## config.mk

```make
export PLATFORM = sky130hd
export DESIGN_NAME = aes_round_sequencer
export DESIGN_NICKNAME = d
export VERILOG_FILES = /design/src/rtl/aes_seq_pkg.sv /design/src/rtl/aes_round_cnt.sv /design/src/rtl/aes_round_sequencer.sv
export SDC_FILE = /design/constraint.sdc
export NUM_CORES = 1
export LEC_CHECK = 0
export ABC_AREA = 1
export BUFFER_PORTS_ARGS = -buffer_cell sky130_fd_sc_hd__buf_2
export CAP_MARGIN = 20
export CELL_PAD_IN_SITES_DETAIL_PLACEMENT = 0
export CELL_PAD_IN_SITES_GLOBAL_PLACEMENT = 1
export CORE_ASPECT_RATIO = 0.7
export CORE_MARGIN = 2
export CORE_UTILIZATION = 44
export CTS_BUF_LIST = sky130_fd_sc_hd__clkbuf_4 sky130_fd_sc_hd__clkbuf_8
export DETAILED_ROUTE_END_ITERATION = 12
export HOLD_SLACK_MARGIN = 0.15
export PLACE_DENSITY = 0.91
export SLEW_MARGIN = 20
export SYNTH_ARGS = -nofsm -noshare
export SYNTH_HDL_FRONTEND = slang
export SYNTH_HIERARCHICAL = 1
export SYNTH_SLANG_ARGS = --single-unit
```

## constraint.sdc

```tcl
create_clock -name clk -period 3.55 [get_ports clk]
set_clock_uncertainty 0.1 [all_clocks]
set_input_delay 0.355 -clock clk [delete_from_list [all_inputs] [get_ports clk]]
set_output_delay 0.355 -clock clk [all_outputs]
set_load 0.1 [all_outputs]
```

## src/rtl/aes_seq_pkg.sv

```systemverilog
// Shared types, key-length encodings and round-count helpers for the AES round sequencer.
package aes_seq_pkg;

    typedef enum logic [2:0] {
        S_IDLE,
        S_KEY,
        S_ADD,
        S_SUB,
        S_SHIFT,
        S_MIX,
        S_DONE
    } seq_state_e;

    localparam logic [1:0] KEY_LEN_128  = 2'b00;
    localparam logic [1:0] KEY_LEN_192  = 2'b01;
    localparam logic [1:0] KEY_LEN_256  = 2'b10;
    localparam logic [1:0] KEY_LEN_RSVD = 2'b11;

    localparam int NR_128_DEF = 10;
    localparam int NR_192_DEF = 12;
    localparam int NR_256_DEF = 14;

    // Round counts are passed in so the top-level parameters stay authoritative.
    function automatic int nr_of(input logic [1:0] key_len, input int nr128,
                                 input int nr192, input int nr256);
        case (key_len)
            KEY_LEN_192: return nr192;
            KEY_LEN_256: return nr256;
            default:     return nr128;
        endcase
    endfunction

    // Decryption walks the key schedule backwards.
    function automatic int key_idx(input logic mode, input int nr, input int r);
        return mode ? (nr - r) : r;
    endfunction

endpackage

```

## src/rtl/aes_round_cnt.sv

```systemverilog
// Round counter with clear/increment and a terminal flag (count == Nr), current and next.
module aes_round_cnt #(
    parameter int ROUND_W = 4
) (
    input  logic               clk,
    input  logic               reset_n,
    input  logic               clr,
    input  logic               inc,
    input  logic [ROUND_W-1:0] nr,
    output logic [ROUND_W-1:0] cnt,
    output logic [ROUND_W-1:0] cnt_next,
    output logic               term,
    output logic               term_next
);

    logic [ROUND_W-1:0] cnt_q;
    logic [ROUND_W-1:0] cnt_d;

    always_comb begin
        cnt_d = cnt_q;
        if (clr) begin
            cnt_d = '0;
        end else if (inc) begin
            cnt_d = cnt_q + ROUND_W'(1);
        end
    end

    always_ff @(posedge clk or negedge reset_n) begin
        if (!reset_n) begin
            cnt_q <= '0;
        end else begin
            cnt_q <= cnt_d;
        end
    end

    assign cnt       = cnt_q;
    assign cnt_next  = cnt_d;
    assign term      = (cnt_q == nr);
    assign term_next = (cnt_d == nr);

endmodule

```

## src/rtl/aes_round_sequencer.sv

```systemverilog
// AES round controller: sequences key/add/sub/shift/mix strobes for enc/dec and 128/192/256.
// Optional macro AES_SEQ_STEP_HANDSHAKE_EN adds step_done so each step waits for its unit.
module aes_round_sequencer
    import aes_seq_pkg::*;
#(
    parameter int ROUND_W = 4,
    parameter int NR_128  = NR_128_DEF,
    parameter int NR_192  = NR_192_DEF,
    parameter int NR_256  = NR_256_DEF
) (
    input  logic               clk,
    input  logic               reset_n,
    input  logic               start,
    input  logic               mode,
    input  logic [1:0]         key_len,
    input  logic               abort,
`ifdef AES_SEQ_STEP_HANDSHAKE_EN
    input  logic               step_done,
`endif
    output logic               key_start,
    output logic               add_start,
    output logic               sub_start,
    output logic               shift_start,
    output logic               mix_start,
    output logic               inv,
    output logic [ROUND_W-1:0] round_sel,
    output logic               init_sel,
    output logic               last_round,
    output logic               busy,
    output logic               done,
    output logic               err
);

    seq_state_e         state_q, state_d;
    logic               mode_q, mode_d;
    logic [ROUND_W-1:0] nr_q, nr_d;
    logic               key_start_q, key_start_d;
    logic               add_start_q, add_start_d;
    logic               sub_start_q, sub_start_d;
    logic               shift_start_q, shift_start_d;
    logic               mix_start_q, mix_start_d;
    logic [ROUND_W-1:0] round_sel_q, round_sel_d;
    logic               init_sel_q, init_sel_d;
    logic               last_round_q, last_round_d;
    logic               busy_q, busy_d;
    logic               done_q, done_d;
    logic               err_q, err_d;

    logic               adv;
    logic               cnt_clr;
    logic               cnt_inc;
    logic [ROUND_W-1:0] r_cnt;
    logic [ROUND_W-1:0] r_next;
    logic               r_term;
    logic               r_term_next;
    logic               is_step;
    logic               entering;

`ifdef AES_SEQ_STEP_HANDSHAKE_EN
    assign adv = step_done;
`else
    assign adv = 1'b1;
`endif

    aes_round_cnt #(
        .ROUND_W (ROUND_W)
    ) u_round_cnt (
        .clk       (clk),
        .reset_n   (reset_n),
        .clr       (cnt_clr),
        .inc       (cnt_inc),
        .nr        (nr_q),
        .cnt       (r_cnt),
        .cnt_next  (r_next),
        .term      (r_term),
        .term_next (r_term_next)
    );

    always_comb begin
        state_d = state_q;
        mode_d  = mode_q;
        nr_d    = nr_q;
        cnt_clr = 1'b0;
        cnt_inc = 1'b0;
        err_d   = 1'b0;

        if (state_q != S_IDLE && abort) begin
            state_d = S_IDLE;
            cnt_clr = 1'b1;
        end else begin
            case (state_q)
                S_IDLE: begin
                    if (start) begin
                        if (key_len == KEY_LEN_RSVD) begin
                            err_d = 1'b1;
                        end else begin
                            state_d = S_KEY;
                            mode_d  = mode;
                            nr_d    = ROUND_W'(nr_of(key_len, NR_128, NR_192, NR_256));
                            cnt_clr = 1'b1;
                        end
                    end
                end
                S_KEY: begin
                    if (adv) state_d = S_ADD;
                end
                // ADD closes round 0, every encrypt round and the last decrypt round.
                S_ADD: begin
                    if (adv) begin
                        if (!mode_q || r_cnt == '0 || r_term) begin
                            cnt_inc = 1'b1;
                            if (r_term)      state_d = S_DONE;
                            else if (mode_q) state_d = S_SHIFT;
                            else             state_d = S_SUB;
                        end else begin
                            state_d = S_MIX;
                        end
                    end
                end
                S_SUB: begin
                    if (adv) state_d = mode_q ? S_ADD : S_SHIFT;
                end
                S_SHIFT: begin
                    if (adv) begin
                        if (mode_q)      state_d = S_SUB;
                        else if (r_term) state_d = S_ADD;
                        else             state_d = S_MIX;
                    end
                end
                S_MIX: begin
                    if (adv) begin
                        if (mode_q) begin
                            cnt_inc = 1'b1;
                            state_d = S_SHIFT;
                        end else begin
                            state_d = S_ADD;
                        end
                    end
                end
                S_DONE: begin
                    state_d = S_IDLE;
                    cnt_clr = 1'b1;
                end
                default: begin
                    state_d = S_IDLE;
                    cnt_clr = 1'b1;
                end
            endcase
        end
    end

    // Outputs are derived from the next state so they line up with it once registered.
    always_comb begin
        is_step  = (state_d inside {S_KEY, S_ADD, S_SUB, S_SHIFT, S_MIX});
        entering = (state_d != state_q);

        key_start_d   = (state_d == S_KEY)   && entering;
        add_start_d   = (state_d == S_ADD)   && entering;
        sub_start_d   = (state_d == S_SUB)   && entering;
        shift_start_d = (state_d == S_SHIFT) && entering;
        mix_start_d   = (state_d == S_MIX)   && entering;

        round_sel_d = '0;
        if (is_step && state_d != S_KEY) begin
            round_sel_d = ROUND_W'(key_idx(mode_d, int'(nr_d), int'(r_next)));
        end
        init_sel_d   = (state_d == S_ADD) && (r_next == '0);
        last_round_d = is_step && (state_d != S_KEY) && r_term_next;
        busy_d       = (state_d != S_IDLE);
        done_d       = (state_d == S_DONE);
    end

    always_ff @(posedge clk or negedge reset_n) begin
        if (!reset_n) begin
            state_q       <= S_IDLE;
            mode_q        <= 1'b0;
            nr_q          <= '0;
            key_start_q   <= 1'b0;
            add_start_q   <= 1'b0;
            sub_start_q   <= 1'b0;
            shift_start_q <= 1'b0;
            mix_start_q   <= 1'b0;
            round_sel_q   <= '0;
            init_sel_q    <= 1'b0;
            last_round_q  <= 1'b0;
            busy_q        <= 1'b0;
            done_q        <= 1'b0;
            err_q         <= 1'b0;
        end else begin
            state_q       <= state_d;
            mode_q        <= mode_d;
            nr_q          <= nr_d;
            key_start_q   <= key_start_d;
            add_start_q   <= add_start_d;
            sub_start_q   <= sub_start_d;
            shift_start_q <= shift_start_d;
            mix_start_q   <= mix_start_d;
            round_sel_q   <= round_sel_d;
            init_sel_q    <= init_sel_d;
            last_round_q  <= last_round_d;
            busy_q        <= busy_d;
            done_q        <= done_d;
            err_q         <= err_d;
        end
    end

    assign key_start   = key_start_q;
    assign add_start   = add_start_q;
    assign sub_start   = sub_start_q;
    assign shift_start = shift_start_q;
    assign mix_start   = mix_start_q;
    assign inv         = mode_q;
    assign round_sel   = round_sel_q;
    assign init_sel    = init_sel_q;
    assign last_round  = last_round_q;
    assign busy        = busy_q;
    assign done        = done_q;
    assign err         = err_q;

endmodule
```

==> results.ini, run 1 <==
[global_routing]
grt_usage_pct = 18.2
grt_first_pass_wirelength_um = 5760
grt_pass1_vias = 1236
antenna_found_initial = 0
grt_max_degree = 27
grt-ovfl-total = 0

[worst_setup_path]
cp_max_fo = 5
cp.required_ns = 3.63
reg2reg_to = round_sel[2]
reg2reg_depth = 19
critPathCaptureType = flip-flop
r2r-start = u_round_cnt/cnt[0]
path_class = reg -> reg
regToRegSetupSlack_ns = 0.35
worstPathArrival_ns = 3.28
worstSetupEndpoint = round_sel[2]
startpoint = u_round_cnt/cnt[0]
cp-start-kind = flip-flop

[power_and_ir_drop]
ir_drop_v = 0.000585
powerDensity_nw_per_um2 = 1000
power.leakage_uw = 0.00111

[cts]
cts_buffers = 3
cts_tree = yes
cts.sink_count = 26
path_clk_slew_ns = 0.09
cts_max_level = 1
clockRootBuffer = clkbuf_8
cts.path.max_buffers = 2
clk_latency_ns = 0.27

[floorplanning]
die-area_um2 = 4170
core_um2 = 3510
die_y_um = 54.7
row_count = 18
io_pins = 22
start_util_pct = 45.9
dieWidth_um = 76.4

[timing]
setup_viol = 0
slew_violations = 0
slew_headroom_pct = 62.2
min_period_ns = 3.20
tns_ns = 0
hold_viol = 0
tightest_slew_ns = 0.566
fmax_mhz = 312
whs_ns = 0.201
fin_crit_sh_pct = 90.2

[drt]
first_pass_iters = 4
drt-wirelength-per-cell_um = 11.6
ant_nets = 0
drcViolationCount = 0
finalWirelength_um = 3260
drtIter0Drc = 45
via_per_inst = 4.46
num_vias = 1257

[layout]
nNetsFinal = 247
layout-drive-gt1-share_pct = 28.4
area.growth.synth_to_final_pct = 18.0
diodes = 0

[min_path]
whs_path_depth = 3
hold_class = in -> reg

[run_status]
status = finished clean

[logic_synthesis]
postSynthAreaPerCell_um2 = 7.94
ys_seq_area_share_pct = 40.3
synth_xor_area_share_pct = 2.72
synth_top_area_share_pct = 40.3
synth_area_um2 = 1610
synth_mux_area_share_pct = 0
syn-num-nets = 217
ys_seq_elements = 26
synthArstFlopShare_pct = 100
ys_warn_count = 6
synth.distinct_cells = 27
synth-simple-area-share_pct = 35.9
synth_top_family_by_area = simple AND/OR/NAND/NOR gates
yosys_most_used_dff = dfrtp_1
synth_fa_ha_area_share_pct = 5.90
synthCells = 203
synth_top_cell_by_area = dfrtp_1
synth.area.top_cells = dfrtp_1 (40%), nand2_1 (11%), inv_1 (8.4%)
synth_compound_area_share_pct = 4.11
synth_enable_flop_cells = 0

[placement]
place_congestion = 0.809
dp_hpwl_um = 2600
numPortBuffers = 21

[flow_run]
drv_cap = 0

state kept, by name (all words and copies together), names as in the netlist:
| register | flops |
|---|---|
| u_round_cnt/cnt | 4 |
| last_round | 1 |
| inv | 1 |
| init_sel | 1 |
| key_start | 1 |
| mix_start | 1 |
| busy | 1 |
| shift_start | 1 |
| state_q | 3 |
| round_sel | 4 |
| sub_start | 1 |
| done | 1 |
| nr_q | 4 |
| err | 1 |
| add_start | 1 |
per-stage QoR:
stage | instances | area [µm²] | util, % | total power (µW) | setup WS [ns]
floorplan | 203 | 1610 | - | 1420 | 0.424
global placement | 276 | 1800 | 51.1 | 1630 | 0.244
detailed placement | 276 | 1800 | 51.1 | 1640 | 0.164
CTS | 281 | 1880 | 53.4 | 1890 | 0.126
global route | 282 | 1900 | 54.2 | 2070 | -0.0302
finish | 282 | 1900 | 54.2 | 1910 | 0.349
timing repair:
| action | in CTS | in global routing |
|---|---|---|
| endpoints found under the hold margin | 26 | 0 |
| gates resized for setup | 0 | 6 |
| buffers inserted | 0 | 1 |
| setup endpoints to repair | 0 | 3 |
| hold buffers | 1 | 0 |
worst max-delay path, cell delays in order, from the launching register on:
cell	delay, ns
dfrtp_2	0.45
xor2_1	0.19
nor4_2	0.33
inv_1	0.10
nand2_1	0.10
inv_1	0.04
nand2_1	0.07
nand2_1	0.07
a21oi_2	0.21
buf_4	0.16
nand2_2	0.08
nand3_1	0.12
inv_1	0.08
ha_1	0.22
fa_1	0.38
xnor2_1	0.13
nand2_1	0.06
o21ai_0	0.09
nand2_1	0.08
inv_1	0.04
cell type report:
cell class	instances	area, µm²
clock buffers	3	41.3
clock inverters	1	30.0
fillers	367	1610
inverters	45	178
multi-input cells	132	802
flip-flops and latches	26	652
well taps	50	62.6
repair buffers	25	138
layer usage:
metal / part of all wire [%] / track usage [%]
met5: 0 / 0
met4: 0.12 / 3.64
met3: 4.3 / 4.13
met2: 41 / 29.4
met1: 55 / 25.6
Yosys cell counts, drive strengths merged, types with 3 or more instances:
library cell  number
nand4              8
nand2             59
o21ai              5
nand3             18
xor2               4
inv               44
ha                 6
nor2              22
dfrtp             26
a21oi              3
kinds of logic (layout without fill, tap and decap cells):
family                     after synthesis  count (layout)
buffers and inverters                   45              74
xor gates and xnor gates                 5               5
and+or+nand+nor                        110             110
adders and majority gates                7               7
AOI/OAI and AO/OA                       10              10
DFF                                     26              26
how the worst min path moves through the flow:
stage / from / end / slack, ns
floorplan: reset_n / add_start / -0.04
global placement: reset_n / round_sel[3] / 0.28
detailed placement: reset_n / round_sel[3] / 0.28
CTS: start / err / 0.19
global route: start / err / 0.23
finish: start / err / 0.20
where the power goes:
group	internal, µW	switching [µW]
Clock	151	94.5
Combinational	309	902
Sequential	379	77.6
Total	838	1070
placed cells by master, fill, tap and decap left out, drive strengths merged:
cell         Yosys  layout
xor2             4       4
xnor2            1       1
nor2            22      22
dfrtp           26      26
clkbuf           0       3
bufinv           0       1
buf              0      24
o21bai           1       1
o211ai           1       1
o21ai            5       5
dlygate4sd3      0       1
a21oi            3       3
nand4            8       8
fa               1       1
ha               6       6
clkinv           1       1
nor4             1       1
nor3             1       1
nand2           59      59
nand3b           1       1
nand3           18      18
inv             44      44
No activity file was read; power rests on OpenSTA's default activity.
==> inputs of run 2 (changes only) <==
Settings changed: CELL_PAD_IN_SITES_DETAIL_PLACEMENT 0 to not set, CELL_PAD_IN_SITES_GLOBAL_PLACEMENT 1 to not set, CORE_UTILIZATION 44 to 49, PLACE_DENSITY 0.91 to 0.79.
==> results.ini, run 2 (synthesis results as in run 1) <==
[layout]
final_cell_mix = nand2_1 (47), inv_1 (35), dfrtp_1 (25)
instances_no_fill = 273  ; -3.2%
regArea_um2 = 652  ; unchanged
stdcell_area_um2 = 1890  ; -0.53%
area.growth.synth_to_final_pct = 17.4
multi_input_area_um2 = 785  ; -2.2%
nNetsFinal = 250  ; +1.2%
layout-drive-gt1-share_pct = 28.1  ; -0.36 points
diodes = 0  ; unchanged
nFillCells = 303  ; -17%
layout_commonest_cell = nand2_1

[floorplanning]
die_y_um = 52  ; -4.9%
start_util_pct = 51.2  ; +5.3 points
die-area_um2 = 3770  ; -9.6%
row_count = 17  ; -1
io_pins = 22  ; unchanged
dieWidth_um = 72.6  ; -5.0%
core_um2 = 3150  ; -10%

[worst_setup_path]
path_class = reg -> reg
critPathCaptureType = flip-flop
slowest_delay_ns = 0.46  ; about the same
crit_slowest_cell = dfrtp_2
cp_max_fo = 5  ; unchanged
reg2reg_depth = 26  ; +7
worstPathArrival_ns = 3.26  ; -0.02 ns
cp-start-kind = flip-flop
path_buf_inv = 9  ; +4
critPathMostFrequentCell = nand2_1
cp.required_ns = 3.62  ; about the same
r2r-start = u_round_cnt/cnt[2]
startpoint = u_round_cnt/cnt[2]
crit_family = simple AND/OR/NAND/NOR gates
path_depth = 26  ; +7

[global_routing]
grt_pass1_vias = 1234  ; -0.16%
grt_usage_pct = 20.1  ; +1.9 points
grt_max_degree = 27  ; unchanged
antenna_found_initial = 0  ; unchanged
grt-ovfl-total = 0  ; unchanged
grt_first_pass_wirelength_um = 5780  ; +0.24%

[timing]
min_period_ns = 3.18  ; -0.0192 ns
rsz0062_at_grt = no
tns_ns = 0  ; unchanged
slew_violations = 0  ; unchanged
fmax_mhz = 314  ; +0.60%
tightest_slew_ns = 0.566  ; -0.000616 ns
hold_viol = 0  ; unchanged
fin_crit_sh_pct = 89.6  ; -0.54 points
setup_ws_ns = 0.368  ; +0.0192 ns
slew_headroom_pct = 62.3  ; about the same
setup_viol = 0  ; unchanged

[power_and_ir_drop]
powerDensity_nw_per_um2 = 1000  ; -0.40%
power.leakage_uw = 0.00112  ; +0.73%
ir_drop_v = 0.000739  ; +26%

[drt]
num_vias = 1345  ; +7.0%
first_pass_iters = 4  ; unchanged
via_per_inst = 4.93  ; +11%
drtIter0Drc = 75  ; +67%
ant_nets = 0  ; unchanged
drt-wirelength-per-cell_um = 12.0  ; +3.5%
finalWirelength_um = 3270  ; +0.21%
drcViolationCount = 0  ; unchanged

[cts]
cts_buffers = 3  ; unchanged
cts_tree = yes
path_clk_slew_ns = 0.09  ; about the same
cts_max_level = 1  ; unchanged
post-cts-setup-buffers = 0  ; unchanged
cts.sink_count = 26  ; unchanged
clockRootBuffer = clkbuf_8
clk_latency_ns = 0.27  ; about the same
cts.path.max_buffers = 2  ; unchanged

[flow_run]
drv_cap = 0  ; unchanged

[min_path]
whs_path_depth = 3  ; unchanged
hold_class = in -> reg
holdCritStartpoint = start

[placement]
dp_cells = 268  ; -2.9%
place_area_um2 = 1810  ; +0.84%
numPortBuffers = 21  ; unchanged
place_congestion = 0.979  ; +21%
dp_hpwl_um = 2530  ; -2.7%
dp_slack_ns = 0.283  ; +0.119 ns

[run_status]
status = finished clean

run 2: cell count changes in the layout (fill, tap and decap cells not counted):
| cell | before | now |
|---|---|---|
| buf_4 | 3 | 6 |
| a21oi_1 | 1 | 3 |
| a21oi_2 | 2 | 0 |
| inv_1 | 36 | 35 |
| inv_2 | 7 | 8 |
| nor4_1 | 0 | 1 |
| nor4_2 | 1 | 0 |
| o21ai_1 | 0 | 1 |
| o21ai_2 | 1 | 0 |
run 2: layout make-up:
type	count	share of cell area, %
multi-input cells	132	41.4
flip-flops and latches	26	34.4
inverters	45	9.39
repair buffers	28	8.46
well taps	38	2.51
clock buffers	3	2.18
clock inverters	1	1.59
run 2: layer usage:
metal / share of wire [%] / up-vias / wire (µm) / GRT usage (%)
met3: 4.7 / 2 / 155 / 4.46
met2: 42 / 31 / 1370 / 30.3
met4: 0.40 / 0 / 13 / 3.70
met1: 53 / 619 / 1730 / 29.8
met5: 0 / - / 0 / 0
li1: - / 693 / - / -
run 2: worst reg2reg max path: cells and delay by family (launching register included):
family,cells,cell delay [ns]
flops,1,0.46
simple gates,12,0.96
buf+inv,9,0.68
xor+xnor,1,0.18
compound gates,3,0.37
fa+ha+maj,1,0.32
run 2: stage by stage:
stage	total power [µW]	hold WS [ns]	util [%]
detailed placement	1650	0.284	57.5
global placement	1630	0.278	57.5
floorplan	1420	-0.0406	-
global route	2050	0.211	60.1
finish	1890	0.210	60.1
CTS	1900	0.202	60.1
run 2: repair_timing:
item	4_1_cts	5_1_grt
setup endpoints to repair	0	1
hold endpoints to repair	26	0
hold buffers	1	0
gates resized for setup	0	3
run 2: final timing paths:
path / to / slack (ns)
max: round_sel[3] / 0.37
min: err / 0.21
max reg2reg: round_sel[3] / 0.37
min reg2reg: nr_q[0] / 0.51
max in group asynchronous: u_round_cnt/cnt[2] / 2.44
min in group asynchronous: add_start / 0.50
run 2: power by group:
part           internal, µW  total [µW]  switching, µW  leakage (µW)
combinational           307        1190            885      0.000743
clock                   151         244           93.6     0.0000357
sequential              378         458           80.0      0.000340
